--- config.mk ---
export PLATFORM = sky130hd
export DESIGN_NAME = psx_command_capture
export DESIGN_NICKNAME = d
export VERILOG_FILES = /design/src/rtl/psx_command_capture.sv
export SDC_FILE = /design/constraint.sdc
export NUM_CORES = 1
export LEC_CHECK = 0
export ABC_AREA = 1
export CAP_MARGIN = 20
export CORE_UTILIZATION = 42
export CTS_CLUSTER_SIZE = 10
export DETAILED_ROUTE_END_ITERATION = 7
export PLACE_DENSITY = 0.71
export SLEW_MARGIN = 20
export SYNTH_ARGS = -nofsm -noshare
export SYNTH_HDL_FRONTEND = slang
export SYNTH_SLANG_ARGS = --single-unit
--- constraint.sdc ---
create_clock -name clk -period 1.3 [get_ports clk]
set_clock_uncertainty 0.1 [all_clocks]
set_input_delay 0.26 -clock clk [delete_from_list [all_inputs] [get_ports clk]]
set_output_delay 0.26 -clock clk [all_outputs]
set_load 0.03 [all_outputs]
--- src/rtl/psx_command_capture.sv ---
// psx_command_capture
// Decodes the console-to-controller command bytes of one packet: checks the
// address and command bytes, then streams the payload bytes into an external
// payload RAM through a registered one-cycle write port. Everything restarts
// when PPB_packet_reset is asserted.
module psx_command_capture #(
    parameter logic [7:0] PORT_ADDR   = 8'h01,
    parameter int         MAX_PAYLOAD = 18,
    parameter logic [3:0] CMD_CLASS   = 4'h4
) (
    input  logic       clk,
    input  logic       PPB_packet_reset,
    input  logic [7:0] PPB_command,
    input  logic       PPB_command_strobe,
    output logic       cap_we,
    output logic [4:0] cap_addr,
    output logic [7:0] cap_data,
    output logic [7:0] cmd_code,
    output logic       cmd_valid,
    output logic [4:0] payload_count,
    output logic       overflow
);

    localparam logic [4:0] MAX_CNT = 5'(MAX_PAYLOAD);

    typedef enum logic [2:0] {
        ADDR    = 3'd0,
        CMD     = 3'd1,
        PAD     = 3'd2,
        PAYLOAD = 3'd3,
        DROP    = 3'd4
    } state_t;

    state_t     state_q, state_d;
    logic       cap_we_q, cap_we_d;
    logic [4:0] cap_addr_q, cap_addr_d;
    logic [7:0] cap_data_q, cap_data_d;
    logic [7:0] cmd_code_q, cmd_code_d;
    logic       cmd_valid_q, cmd_valid_d;
    logic [4:0] payload_count_q, payload_count_d;
    logic       overflow_q, overflow_d;

    // Next-state decode: only a strobed byte moves the packet forward; the write enable is a pulse.
    always_comb begin
        state_d         = state_q;
        cap_we_d        = 1'b0;
        cap_addr_d      = cap_addr_q;
        cap_data_d      = cap_data_q;
        cmd_code_d      = cmd_code_q;
        cmd_valid_d     = cmd_valid_q;
        payload_count_d = payload_count_q;
        overflow_d      = overflow_q;

        if (PPB_command_strobe) begin
            case (state_q)
                ADDR: begin
                    state_d = (PPB_command == PORT_ADDR) ? CMD : DROP;
                end
                CMD: begin
                    cmd_code_d = PPB_command;
                    if (PPB_command[7:4] == CMD_CLASS) begin
                        cmd_valid_d = 1'b1;
                        state_d     = PAD;
                    end else begin
                        state_d = DROP;
                    end
                end
                PAD: begin
                    state_d = PAYLOAD;
                end
                PAYLOAD: begin
                    if (payload_count_q < MAX_CNT) begin
                        cap_we_d        = 1'b1;
                        cap_addr_d      = payload_count_q;
                        cap_data_d      = PPB_command;
                        payload_count_d = payload_count_q + 5'd1;
                    end else begin
                        overflow_d = 1'b1;
                    end
                end
                DROP: begin
                    state_d = DROP;
                end
                default: begin
                    state_d = DROP;
                end
            endcase
        end
    end

    // State and output registers; the packet reset clears everything at once, including a pending write.
    always_ff @(posedge clk or posedge PPB_packet_reset) begin
        if (PPB_packet_reset) begin
            state_q         <= ADDR;
            cap_we_q        <= 1'b0;
            cap_addr_q      <= 5'd0;
            cap_data_q      <= 8'h00;
            cmd_code_q      <= 8'h00;
            cmd_valid_q     <= 1'b0;
            payload_count_q <= 5'd0;
            overflow_q      <= 1'b0;
        end else begin
            state_q         <= state_d;
            cap_we_q        <= cap_we_d;
            cap_addr_q      <= cap_addr_d;
            cap_data_q      <= cap_data_d;
            cmd_code_q      <= cmd_code_d;
            cmd_valid_q     <= cmd_valid_d;
            payload_count_q <= payload_count_d;
            overflow_q      <= overflow_d;
        end
    end

    assign cap_we        = cap_we_q;
    assign cap_addr      = cap_addr_q;
    assign cap_data      = cap_data_q;
    assign cmd_code      = cmd_code_q;
    assign cmd_valid     = cmd_valid_q;
    assign payload_count = payload_count_q;
    assign overflow      = overflow_q;

endmodule

==> results of run 1 <==
==> registers in the layout (all words and copies together) (netlist names) <==
signal         cells
cap_we             1
overflow           1
cmd_valid          1
cap_addr           5
cmd_code           8
state_q            3
payload_count      5
cap_data           8
==> final timing paths <==
| check | end | slack [ps] |
|---|---|---|
| worst min register to register | cmd_valid | 390 |
| min in group clk | cmd_valid | 390 |
| worst max register to register | payload_count[2] | -100 |
| worst max-delay path | payload_count[2] | -100 |
| max in group asynchronous | payload_count[3] | 750 |
| worst min-delay path | payload_count[4] | 160 |
==> worst min-delay path, cell delays in order <==
cell and delay (ps):
clkdlybuf4s50_1 390, inv_1 100, buf_12 210
==> kinds of logic (layout without fill, tap and decap cells) <==
group | count (synthesis) | in the layout | share of synthesized area, %
simple gates | 72 | 72 | 20.77
flops | 32 | 32 | 55.85
compound gates | 25 | 25 | 12.74
buf+inv | 24 | 108 | 7.940
xor+xnor | 3 | 3 | 1.833
fa+ha+maj | 1 | 1 | 0.8725
==> power breakdown <==
part | switching, mW | internal [mW]
registers | 0.0187 | 1.02
clock network | 0.348 | 0.403
logic | 0.140 | 0.118
==> placed cells by master, fill, tap and decap left out, drive strengths merged, types with 2 or more instances in the layout <==
cell type      count
o21ai             23
o21bai             2
clkbuf             8
clkdlybuf4s50     10
nand2             54
inv               20
xor2               2
nand3              8
buf               68
dfrtp             32
nor3               2
nor2               7
==> final cells by class <==
cell class	instances	area share [%]
sequential	32	33.11
clock buffer	6	1.697
clock inverter	2	1.440
timing repair buffer	80	30.64
multi-input combinational	101	27.56
tap	44	2.262
inverter	20	3.290
==> layer usage <==
metal | global-route usage (%) | up-vias
li1 | - | 657
met1 | 24.35 | 669
met2 | 33.75 | 38
met3 | 5.970 | 14
met4 | 9.091 | 0
met5 | 0 | -
==> what timing repair did <==
| action | in CTS | in global routing |
|---|---|---|
| gates cloned | 0 | 4 |
| buffers inserted | 6 | 12 |
| pin swaps | 0 | 8 |
| endpoints found under the setup margin | 6 | 36 |
| gates resized for setup | 19 | 41 |
==> metrics, run 1 <==
minimum clock period=1399 ps; CP Depth=8; CTS buffer count=5; top post-synthesis cells by area=dfrtp_1 (56%), nand2_1 (14%), o21ai_2 (8.6%), inv_1 (5.0%), o21ai_0 (3.1%); worst path arrival time=1530 ps; metal2 WL=about 2.1 mm; Total Power=slightly above 2 mW; DR vias=approximately 1.4k; area occupied by multi-input gates=between 600 and 700 µm²; final WL=4.147 mm; Non-Filler Instances=about 290; Layout Nets=252; Metal-1 WL=~1.7 mm; Lkg Pwr=1.235 nW; CTS tree=built; failing checks=negative setup slack; cell accounting for the most synthesized area=dfrtp_1; fraction of registers with async set/reset=between 90% and 100%; RSZ-0062 raised after global routing=true; DRT iter0 DRCs=34; Crit path top cell by count=nand2_4; Critical Path RT=1430 ps; Worst R2R Path Depth=8; number of enable flip-flop cells after synthesis=0; Reg2Reg Launch Point=payload_count[3]; routed wire length per instance=roughly 15 µm; top layer in use=met4; initial antenna violation count=0; worst slew pin tran=roughly 250 ps; Hold WC Path Type=input pin to async pin; Die Ht=60.43 µm; n_diodes=0; Seq. cell area=between 800 and 900 µm²; prevailing post-synth register cell=dfrtp_1; CP Class=flop to flop; Initial Util=between 40% and 50%; core footprint=0.003153 mm²; Seq/Total Area, Yosys=55.85%; DR DRC count=0; Ports=40; CP max-delay cell=dfrtp_2; dpl cells=about 260; worst hold slack=between 150 and 200 ps; critical path startpoint=payload_count[3]; P&R area growth vs syn=69.72%; final critical-path share of the clock period=107.6%; status=finished, violations left; global-route usage over all layers=20.27%; clock buffer depth=2; crit-path max FO=8; Post-Layout Inst Area=~0.0024 mm²; clk slew on worst S/H paths=about 100 ps; mapped cell area=0.001434 mm²; Fmax=approximately 710 MHz; DRT Pass-1 Iters=4; Final Util=between 70% and 80%; RD Place Congestion=between 0.8 and 0.9; worst-skew pair later-pin latency=around 340 ps; Final setup viols=30; WL met3=between 150 and 200 µm; post-synthesis cell count=between 150 and 200; syn_area_per_cell=between 9 and 10 µm²; Routed Antenna Nets=0; clock root cell=clkbuf_4; peak supply drop=0.9100 mV; # port buffers=39; MaxCap Viol Count=0; max-slew violation count=0; CP Cell Sequence=buf_6 > inv_4 > nand3_2 > nand2_2 > nand2_4 > clkbuf_16 > nand2_4 > o21ai_2; CP bufs+invs=3; fillers=228; cell family with most CP delay=flip-flops; synth cell count leaders=nand2_1 (52), dfrtp_1 (32), inv_1 (19); Slew headroom=between 80% and 90%; Seq cells post-synth=32; startpoint type of the worst setup path=flop; CTS hold repair buffers=0; DP Worst Slack=-286.6 ps; Final WS setup=-99.18 ps; Yosys cell types=18; row count=20; DP Area=around 0.002 mm²; most common cell in the netlist=nand2_1; first-pass GRT wire length=5.313 mm; largest net degree at the start of global routing=33; gr ovfl total=0; CP endpoint kind=flop; Die Wd=between 60 and 70 µm; Die Footprint=roughly 0.0037 mm²; number of global-route vias before repair=between 1k and 1.5k; top cell type's share of synthesized area=between 50% and 60%; htree depth=2; Post-Syn Nets=169; post-DR vias/cell=between 4 and 5; setup TNS=-1644 ps; # clock sinks=32; crit-path max cell delay=approximately 440 ps; warnings from Yosys=0; Cell Pwr Density=841.7 mW/mm²; layout cells sized above 1=~54%; HPWL Detailed=between 2 and 2.5 mm; count of final hold-check violations=0
Note: power is estimated with default switching activity, not from simulation.
==> run 2: changes to the inputs <==
Settings changed: CORE_UTILIZATION 42 to 45, CTS_CLUSTER_DIAMETER set to 40, PLACE_DENSITY 0.71 to 0.73.
Clock period 1.3 ns to 1.5 ns, I/O delays scaled along.
==> metrics, run 2 (same netlist as run 1, synthesis figures left out) <==
CTS buffer count=5 (unchanged); DR DRC count=0 (unchanged); minimum clock period=between 1000 and 1500 ps; htree depth=2 (unchanged); HPWL Detailed=2.233 mm (-4.7%); number of global-route vias before repair=1069 (-11%); final WL=2.919 mm (-30%); Psw=0.4062 mW (-20%); Reg2Reg Launch Point=payload_count[1]; n_diodes=0 (unchanged); layout cells sized above 1=26.76% (-28 points); # port buffers=39 (unchanged); count of final hold-check violations=0 (unchanged); first-pass GRT wire length=4.629 mm (-13%); Die Wd=58.45 µm (-3.3%); Die Footprint=0.003416 mm² (-6.4%); DP Worst Slack=-90.08 ps (+196.6 ps); MaxCap Viol Count=0 (unchanged); combinational cell fraction of total power=11.8% (-0.8 points); crit-path max cell delay=400 ps (-40 ps); Layout Nets=224 (-11%); critical path startpoint=cap_data[3]; clk slew on worst S/H paths=100 ps (about the same); CP Class=flop to primary output; worst slew pin tran=322.3 ps (+67.33 ps); most frequent cells in the layout=nand2_1 (51), dfrtp_1 (32), inv_1 (19); clock root cell=clkbuf_4; fillers=256 (+12%); DRT Pass-1 Iters=4 (unchanged); CP bufs+invs=1 (-2); Routed Antenna Nets=0 (unchanged); startpoint type of the worst setup path=flop; # clock sinks=32 (unchanged); Critical Path RT=1100 ps (-330 ps); core footprint=0.003028 mm² (-4.0%); cell family with most CP delay=buffers and inverters; Final WS setup=29.56 ps (+128.7 ps); gr ovfl total=0 (unchanged); CTS tree=built; peak supply drop=0.5843 mV (-36%); largest net degree at the start of global routing=33 (unchanged); Seq. cell area=800.8 µm² (-0.62%); Slew headroom=78.60% (-4.3 points); internal power=1.183 mW (-23%); post-DR vias/cell=4.646 (-3.9%); Final Util=64.92% (-12 points); routed wire length per instance=11.36 µm (-22%); worst path arrival time=1070 ps (-460 ps); area occupied by multi-input gates=521.8 µm² (-22%); DRT iter0 DRCs=28 (-18%); Clk network pwr share=31.8% (-4.9 points); commonest non-fill, non-tap cell in the layout=nand2_1; sw frac=25.56% (+0.78 points); Ports=40 (unchanged); Post-CTS Setup Bufs=0 (-6); max-slew violation count=0 (unchanged); Cell Pwr Density=808.4 mW/mm² (-4.0%); Die Ht=58.45 µm (-3.3%); Final setup viols=0 (-100%); CP Cell Sequence=dlygate4sd2_1; clock buffer depth=2 (unchanged); CTS hold repair buffers=0 (unchanged); DR vias=1194 (-13%); crit-path max FO=2 (-6); Lkg Pwr=1.024 nW (-17%); Seq pwr share=56.4% (+5.7 points); final critical-path share of the clock period=approximately 100%; initial antenna violation count=0 (unchanged); Initial Util=47.36% (+1.9 points); status=finished, final reports clean; worst-skew pair later-pin latency=330 ps (about the same); row count=20 (unchanged); CP endpoint kind=primary output; P&R area growth vs syn=37.09%; Fmax=slightly below 700 MHz; global-route usage over all layers=18.21% (-2.1 points); Hold WC Path Type=input pin to async pin; CP max-delay cell=dlygate4sd2_1; RD Place Congestion=0.7705 (-7.8%)
==> run 2: timing repair <==
item | CTS | global route
setup endpoints to repair | 28 | 30
pin swaps | 0 | 1
gates resized for setup | 44 | 26
==> run 2: final cells by class <==
type,instances,share of cell area (%)
Sequential cell,32,40.74
Multi-Input combinational cell,101,26.54
Timing Repair Buffer,52,22.98
Inverter,20,3.819
Tap cell,44,2.801
Clock buffer,6,2.610
Clock inverter,2,0.5092
==> run 2: power groups by stage <==
| stage | Sequential (mW) | Combinational [mW] | Clock (mW) |
|---|---|---|---|
| 4_1_cts | 0.895 | 0.190 | 0.521 |
| 2_1_floorplan | 0.957 | 0.0509 | 0 |
| 3_3_place_gp | 0.912 | 0.201 | 0 |
| 3_5_place_dp | 0.913 | 0.203 | 0 |
| 5_1_grt | 0.898 | 0.203 | 0.549 |
| 6_report | 0.896 | 0.187 | 0.506 |
==> run 2: metrics by stage <==
| step | power, mW | instances | hold WS [ps] | TNS, ps | instance area, µm² |
|---|---|---|---|---|---|
| floorplan | 1.008 | 157 | 316.2 | 0 | 1434 |
| global placement | 1.113 | 249 | 362.4 | -1291 | 1973 |
| detailed placement | 1.116 | 249 | 365.1 | -1896 | 1973 |
| CTS | 1.606 | 257 | 194.3 | 0 | 2019 |
| global route | 1.650 | 257 | 216.4 | -14.38 | 1966 |
| finish | 1.589 | 257 | 198.7 | 0 | 1966 |
==> run 2: worst paths after layout <==
check	endpoint	slack, ps	cells past startpoint
hold / removal	payload_count[1]	200	3
setup / recovery	cap_data[3]	30	1
setup reg to reg	payload_count[2]	80	8
hold reg to reg	cmd_valid	380	1
max in group asynchronous	cmd_code[7]	920	3
min in group clk	cmd_valid	380	1
==> run 2: metal layers <==
layer  part of all wire [%]  up-vias  GRT usage, %
li1                       -      601             -
met1                     47      562         23.26
met2                     47       27         29.06
met3                    4.5        4         5.055
met4                   0.99        0         8.163
met5                      0        -             0
